$ cat config.mk
export PLATFORM = sky130hd
export DESIGN_NAME = stim_gen
export DESIGN_NICKNAME = d
export VERILOG_FILES = /design/src/rtl/stim_gen.sv
export SDC_FILE = /design/constraint.sdc
export NUM_CORES = 2
export LEC_CHECK = 0
export ABC_AREA = 1
export CAP_MARGIN = 20
export CORE_ASPECT_RATIO = 0.5
export CORE_MARGIN = 3
export CORE_UTILIZATION = 50
export DETAILED_ROUTE_END_ITERATION = 7
export PLACE_DENSITY_LB_ADDON = 0.3
export SLEW_MARGIN = 20
export SYNTH_ARGS = -nofsm -noshare
export SYNTH_HDL_FRONTEND = slang
export SYNTH_SLANG_ARGS = --single-unit
export TNS_END_PERCENT = 20
$ cat constraint.sdc
create_clock -name clk -period 51.8 [get_ports clk]
set_input_delay 7.77 -clock clk [delete_from_list [all_inputs] [get_ports clk]]
set_output_delay 7.77 -clock clk [all_outputs]
set_load 0.02 [all_outputs]
$ cat src/rtl/stim_gen.sv
// Burst stimulus generator driving a cmd/adr/data valid-ready channel.
// Define STIM_GEN_CHECKSUM_EN to add the csum output (XOR of accepted data).
module stim_gen #(
  parameter int          CMD_W  = 4,
  parameter int          ADR_W  = 8,
  parameter int          DATA_W = 8,
  parameter int          CNT_W  = 16,
  parameter logic [15:0] SEED   = 16'hACE1
) (
  input  logic              clk,
  input  logic              rst_n,
  input  logic              start,
  input  logic              abort,
  input  logic              mode,
  input  logic [CMD_W-1:0]  cfg_cmd,
  input  logic [ADR_W-1:0]  cfg_adr_lo,
  input  logic [ADR_W-1:0]  cfg_adr_hi,
  input  logic [DATA_W-1:0] cfg_data_max,
  input  logic [CNT_W-1:0]  cfg_count,
  output logic              valid,
  input  logic              ready,
  output logic [CMD_W-1:0]  cmd,
  output logic [ADR_W-1:0]  adr,
  output logic [DATA_W-1:0] data,
  output logic              busy,
  output logic              done,
  output logic [CNT_W-1:0]  sent
`ifdef STIM_GEN_CHECKSUM_EN
  ,
  output logic [DATA_W-1:0] csum
`endif
);

  localparam logic [15:0]   SEED_EFF = (SEED == 16'h0000) ? 16'h0001 : SEED;
  localparam logic [ADR_W:0]  ONE_A  = 1;
  localparam logic [DATA_W:0] ONE_D  = 1;

  typedef enum logic [1:0] {IDLE, RUN, DONE} state_t;

  state_t              state;
  logic [15:0]         lfsr;
  logic                mode_q;
  logic [ADR_W-1:0]    lo_q;
  logic [ADR_W-1:0]    hi_q;
  logic [DATA_W-1:0]   dmax_q;
  logic [CNT_W-1:0]    cnt_q;
  logic [15:0]         lfsr_next;
  logic [CNT_W-1:0]    sent_inc;
  logic                accept;

  assign lfsr_next = {lfsr[14:0], lfsr[15] ^ lfsr[13] ^ lfsr[12] ^ lfsr[10]};
  assign sent_inc  = sent + 1'b1;
  assign accept    = valid && ready;

  // Inverted ranges (hi < lo) collapse to a single address at lo.
  function automatic logic [ADR_W-1:0] rand_adr(input logic [15:0] l,
                                                input logic [ADR_W-1:0] lo,
                                                input logic [ADR_W-1:0] hi);
    logic [ADR_W:0] span;
    logic [16:0]    off;
    span = (hi < lo) ? ONE_A : ({1'b0, hi} - {1'b0, lo} + ONE_A);
    off  = {1'b0, l} % 17'(span);
    return lo + off[ADR_W-1:0];
  endfunction

  function automatic logic [DATA_W-1:0] rand_data(input logic [15:0] l,
                                                  input logic [DATA_W-1:0] dmax);
    logic [16:0] dd;
    dd = {1'b0, l[7:0], l[15:8]} % 17'({1'b0, dmax} + ONE_D);
    return dd[DATA_W-1:0];
  endfunction

  function automatic logic [ADR_W-1:0] incr_adr(input logic [ADR_W-1:0] cur,
                                                input logic [ADR_W-1:0] lo,
                                                input logic [ADR_W-1:0] hi);
    return (hi < lo || cur == hi) ? lo : cur + ADR_W'(1);
  endfunction

  function automatic logic [DATA_W-1:0] incr_data(input logic [DATA_W-1:0] s,
                                                  input logic [DATA_W-1:0] dmax);
    logic [DATA_W:0] q;
    q = {1'b0, s} % ({1'b0, dmax} + ONE_D);
    return q[DATA_W-1:0];
  endfunction

  // The burst leaves RUN on the accept that reaches cnt_q, so sent never passes it.
  always_ff @(posedge clk or negedge rst_n) begin
    if (!rst_n) begin
      state  <= IDLE;
      lfsr   <= SEED_EFF;
      mode_q <= 1'b0;
      lo_q   <= '0;
      hi_q   <= '0;
      dmax_q <= '0;
      cnt_q  <= '0;
      valid  <= 1'b0;
      cmd    <= '0;
      adr    <= '0;
      data   <= '0;
      busy   <= 1'b0;
      done   <= 1'b0;
      sent   <= '0;
`ifdef STIM_GEN_CHECKSUM_EN
      csum   <= '0;
`endif
    end else begin
      done <= 1'b0;
      case (state)
        IDLE: begin
          if (start) begin
            mode_q <= mode;
            lo_q   <= cfg_adr_lo;
            hi_q   <= cfg_adr_hi;
            dmax_q <= cfg_data_max;
            cnt_q  <= cfg_count;
            cmd    <= cfg_cmd;
            sent   <= '0;
            lfsr   <= lfsr_next;
            adr    <= mode ? cfg_adr_lo : rand_adr(lfsr_next, cfg_adr_lo, cfg_adr_hi);
            data   <= mode ? '0 : rand_data(lfsr_next, cfg_data_max);
`ifdef STIM_GEN_CHECKSUM_EN
            csum   <= '0;
`endif
            if (cfg_count == '0) begin
              state <= DONE;
              done  <= 1'b1;
            end else begin
              state <= RUN;
              valid <= 1'b1;
              busy  <= 1'b1;
            end
          end
        end
        RUN: begin
          if (accept) begin
            sent <= sent_inc;
            lfsr <= lfsr_next;
            adr  <= mode_q ? incr_adr(adr, lo_q, hi_q) : rand_adr(lfsr_next, lo_q, hi_q);
            data <= mode_q ? incr_data(sent_inc[DATA_W-1:0], dmax_q)
                           : rand_data(lfsr_next, dmax_q);
`ifdef STIM_GEN_CHECKSUM_EN
            csum <= csum ^ data;
`endif
          end
          if ((accept && sent_inc == cnt_q) || abort) begin
            state <= DONE;
            valid <= 1'b0;
            busy  <= 1'b0;
            done  <= 1'b1;
          end
        end
        DONE:    state <= IDLE;
        default: state <= IDLE;
      endcase
    end
  end

endmodule
* After elaboration in Yosys (flattened, before gate mapping)
Cells that the tools add are included.
W data, S select, Z words.
** Operators by class
- Muxes and demuxes :: 31
- Magnitude comparators :: 2
- Div/mod/pow operators :: 5
- Eq/ne operators :: 7
- Add/subtract/negate cells :: 11
- Reduce and logical (&&, ||, !) cells :: 11
- Bitwise logic cells :: 3
** Operator list (count)
- $mux W8 :: 9
- $mux W16 :: 4
- $pmux W16 S2 :: 2
- $mod A16 B17 Y17 :: 2
- $mod A16 B9 Y17 :: 2
- $pmux W8 S2 :: 2
- $add A8 B1 Y9 const B :: 3
- $add A9 B1 Y9 const B :: 2
- $mux W9 :: 2
- $sub A8 B8 Y9 :: 2
- $add A16 B1 Y16 const B :: 1
- $add A8 B8 Y8 :: 2
- $eq A16 B16 Y1 :: 1
- $logic_not A16 Y1 :: 1
- $lt A8 B8 Y1 :: 2
- $mod A8 B9 Y9 :: 1
- $add A8 B1 Y8 const B :: 1
- $eq A8 B8 Y1 :: 1
- $ne A2 B2 Y1 const B :: 4
- $mux W1 :: 6
- $mux W2 :: 3
- $pmux W1 S2 :: 2
- $pmux W2 S2 :: 1
- $reduce_and A2 Y1 :: 2
- 8 further kinds :: 12
** Storage, ports and cells
- Bits of input ports :: 50
- Flip-flop bits (word level) :: 97
- Logic and storage cells :: 83
- Output and inout bits :: 39

* Longest topological paths before layout
- Depth in word-level cells :: 8
- Gate-level depth with buffers :: 270
- Gate-level depth less buffers :: 260

* Worst setup path before layout
Ideal clock, no wire load.
- Path type :: input -> register
- From :: input cfg_adr_lo[2]
- To :: register adr[7]
- Stages :: 247
- Arrival :: 41090 ps
- Required time :: 51723 ps
- Setup time :: 77 ps
- Path buffers :: 11
- Setup slack :: 10633 ps
- Path through :: inv_1 -> ha_1 -> inv_1 -> fa_1 -> o21ai_1 -> nand2_1 -> nand2_1 -> buf_4 -> inv_1 -> nor2_1 -> ha_1 -> nor2_1 -> o21bai_1 -> nand2_1 -> nor2_1 -> nand2_1 -> nand2_1 -> nand2_1 -> [211 not listed] -> o21ai_0 -> inv_1 -> ha_1 -> a21oi_1 -> nand2_1 -> a21oi_1 -> inv_1 -> a21oi_1 -> inv_1 -> a21oi_1 -> nor2_1 -> nor2_1 -> inv_1 -> nand2_1 -> nand3_1 -> nand2_1 -> nand3_1 -> a21oi_1
** Between the ends
- Cells in the longest elaborated chain, start to end :: 8
- Elaborated cells between the ends (all ways) :: 9
- Classes of those cells :: 3 x add/sub; 1 x div; 1 x order compare; 4 x mux
** Ends and longest elaborated chain
- start: declaration :: RTL line 16 : input logic [ADR_W-1:0] cfg_adr_lo,
- $sub A8 B8 Y9 :: RTL line 61 : span = (hi < lo) ? ONE_A : ({1'b0, hi} - {1'b0, lo} + ONE_A);
- $add A9 B1 Y9 :: RTL line 61
- $mux W9 :: RTL line 61
- $mod A16 B9 Y17 :: RTL line 62 : off = {1'b0, l} % 17'(span);
- $add A8 B8 Y8 (*) :: RTL line 63 : return lo + off[ADR_W-1:0];
- $mux W8 (*) :: RTL line 119 : adr <= mode ? cfg_adr_lo : rand_adr(lfsr_next, cfg_adr_lo, cfg_adr_hi);
- $mux W8 (*) :: RTL line 110 : if (start) begin
- $pmux W8 S2 (*) :: RTL line 108 : case (state)
- end signal: assignment :: RTL line 119
- end signal: assignment :: RTL line 138 : adr <= mode_q ? incr_adr(adr, lo_q, hi_q) : rand_adr(lfsr_next, lo_q, hi_q);
- end: declaration :: RTL line 23 : output logic [ADR_W-1:0] adr,
Every way passes the cells marked *; elsewhere a longest branch is shown, timed or not. The select of a mux whose other input is x is not followed.
A chain may end at the register's enable or synchronous reset.

* Final worst setup path
Ends and elaborated chain as after synthesis.

==> flow_metrics.env <==
export IMPL_cp_slowest_cell="nand3_1"
export IMPL_syn_instance_count=5290
export IMPL_cts_hold_buf=0
export IMPL_grt_max_degree=79
export IMPL_root_buffer="clkbuf_16"
export IMPL_path_buf_inv=38
export IMPL_async_flop_share_pct=100
export IMPL_drive_gt1_share_pct=6.80
export IMPL_critPathRequiredTime_ns=52.09
export IMPL_clockBufferDepth=2
export IMPL_synth_compound_area_share_pct=17.4
export IMPL_post_drt_wl_per_cell_um=14.7
export IMPL_via_per_inst=5.40
export IMPL_rsz0062_at_grt="false"
export IMPL_netlist_top_cells_count="nand2_1 (1,307), inv_1 (690), ha_1 (572)"
export IMPL_status="finished clean"
export IMPL_finalSetupViolations=0
export IMPL_worst_pin_slew_ns=0.997
export IMPL_synth_top_area_share_pct=21.6
export IMPL_slew_headroom_pct=32.9
export IMPL_path_delay_family="compound AO/OA/AOI/OAI gates"
export IMPL_synth_fa_ha_area_share_pct=22.5
export IMPL_drtPass1Iterations=7
export IMPL_start_util_pct=50.8
export IMPL_clk_latency_ns=0.37
export IMPL_num_rows=66
export IMPL_start_kind="primary input"
export IMPL_end_kind="flip-flop"
export IMPL_yosysWarnings=0
export IMPL_cpMostUsedCell="nand2_1"
export IMPL_clkSinkCount=97
export IMPL_synthXorXnorAreaFrac_pct=10.2
export IMPL_dieArea_mm2=0.0697
export IMPL_syn_mean_instance_area_um2=6.27
export IMPL_synth_area_leader_cell="ha_1"
export IMPL_crit_path_max_fanout=15
export IMPL_period_share_pct=88.0
export IMPL_muxShareOfSynthArea_pct=0.0641
export IMPL_antenna_found_initial=0
export IMPL_slowest_delay_ns=0.59
export IMPL_diodes=0
export IMPL_antenna_left=0
export IMPL_cts_buffers=9
export IMPL_final_nets=5927
export IMPL_num_fill_cells=6434
export IMPL_first_iter_violations=2118
export IMPL_synthTopCellsByArea="ha_1 (22%), nand2_1 (15%), inv_1 (7.8%)"
export IMPL_maxCapViolCount=0
export IMPL_postCtsSetupBuffers=0
export IMPL_cts_resized=0
export IMPL_grt_pass1_wl_um=153000
export IMPL_stdcell_count=6179
export IMPL_synth_area_mm2=0.0332
export IMPL_tns_ns=0
export IMPL_grt_pass1_vias=31400
export IMPL_clkTransAtPathRegs_ns=0.07
export IMPL_critical_path_depth=237
export IMPL_h_tree_depth=3
export IMPL_gr_total_overflow=0
export IMPL_min_period_ns=45.57
export IMPL_wirelength_um=90800
export IMPL_fin_skew_ns=0.0150
export IMPL_reg2reg_depth=246
export IMPL_arrival_ns=45.86
export IMPL_numPortBuffers=88
export IMPL_chipWidth_um=370
export IMPL_die_h_um=188
export IMPL_max_freq_mhz=21.9
export IMPL_synth_edf_count=0
export IMPL_r2r_slack_ns=12.54
export IMPL_hold_class="reg2reg"
export IMPL_synth_simple_area_share_pct=32.2
export IMPL_grt_usage_pct=25.8
export IMPL_synth_seq_cells=97
export IMPL_reg2reg_from="lo_q[1]"
export IMPL_reg2reg_to="adr[7]"
export IMPL_synth_top_family_by_area="simple AND/OR/NAND/NOR gates"
export IMPL_via_count=33400
export IMPL_synth_ff_type="dfrtp_1"
export IMPL_core_mm2=0.0653
export IMPL_yosys_cell_count_top_type="nand2_1"
export IMPL_yosysUniqueCellTypes=68
export IMPL_placedCellCount=6163
export IMPL_drc=0
export IMPL_gp_congestion=0.922
export IMPL_finalHoldViolations=0
export IMPL_ios=89
export IMPL_cts_tree="yes"
export IMPL_cp_startpoint="cfg_adr_lo[2]"
export IMPL_endpoint="adr[7]"
export IMPL_syn2layout_area_growth_pct=6.06
export IMPL_drv_slew=0
export IMPL_critPathKind="in2reg"
export IMPL_place_hpwl_um=73700
export IMPL_yosysSeqAreaShare_pct=7.35
[cells by family (layout without fill, tap and decap cells)]
kind of cell,Yosys count,in the layout
other,1,2
DFF,97,97
and+or+nand+nor,2367,2367
xor gates and xnor gates,384,384
muxes,2,2
buffers and inverters,870,874
AOI/OAI and AO/OA,982,982
adders and majority gates,587,587
[worst min-delay path: stages, from the launching register on]
cell	delay [ns]
dfrtp_1	0.34
nand2_1	0.05
nand2_1	0.06
[area by class of cell]
class / instances / area, µm² / share of cell area, %
inverter: 732 / 2750 / 7.82
multi-input combinational: 4324 / 27400 / 77.8
clock inverter: 6 / 119 / 0.338
sequential: 97 / 2440 / 6.93
timing repair buffer: 126 / 1170 / 3.32
clock buffer: 10 / 239 / 0.679
tap: 884 / 1110 / 3.14
[stage by stage]
step,utilization [%],area (µm²),hold slack (ns),setup slack [ns]
floorplan,-,33200,0.453,10.63
global placement,53.3,34800,0.462,7.19
detailed placement,53.3,34800,0.472,6.07
CTS,53.9,35200,0.488,6.36
global route,53.9,35200,0.504,1.65
finish,53.9,35200,0.485,6.23
[cell usage in the layout (no fill, tap or decap), types with 37 or more instances in the layout]
cell                n
nand2_1          1306
inv_1             690
ha_1              572
o21ai_0           417
nor2_1            322
nand3_1           308
xor2_1            215
a21oi_1           197
xnor2_1           164
a21o_1            125
dfrtp_1            89
nand4_1            87
clkdlybuf4s50_1    87
o21bai_1           76
or2_2              70
nand2_2            67
nor3_1             49
buf_4              38
nand3_2            37
[flip-flops by register name (all words and copies together), names as in the netlist, 4 cells and up]
name and count:
data 8, lo_q 8, sent 16, dmax_q 8, cnt_q 16, cmd 4
hi_q 8, lfsr 16, adr 8
[metal layers]
metal	up-vias	track usage [%]	part of all wire (%)
met3	108	2.31	4.8
met1	15100	35.5	49
met5	-	0	0
met4	0	6.76	2.5
met2	692	43.1	44
li1	17500	-	-
[worst min path at each step]
stage / from / endpoint / slack [ns] / cells past startpoint
final: cmd[1] / cmd[1] / 0.49 / 2
after global routing: cmd[1] / cmd[1] / 0.50 / 2
after CTS: cmd[1] / cmd[1] / 0.49 / 2
after detailed placement: cmd[1] / cmd[1] / 0.47 / 2
after global placement: cmd[1] / cmd[1] / 0.46 / 2
after floorplan: lo_q[7] / lo_q[7] / 0.45 / 2
Power is left out: the tool's default activity adds up to more than one toggle a clock period on the data nets, which glitch-free logic cannot reach.
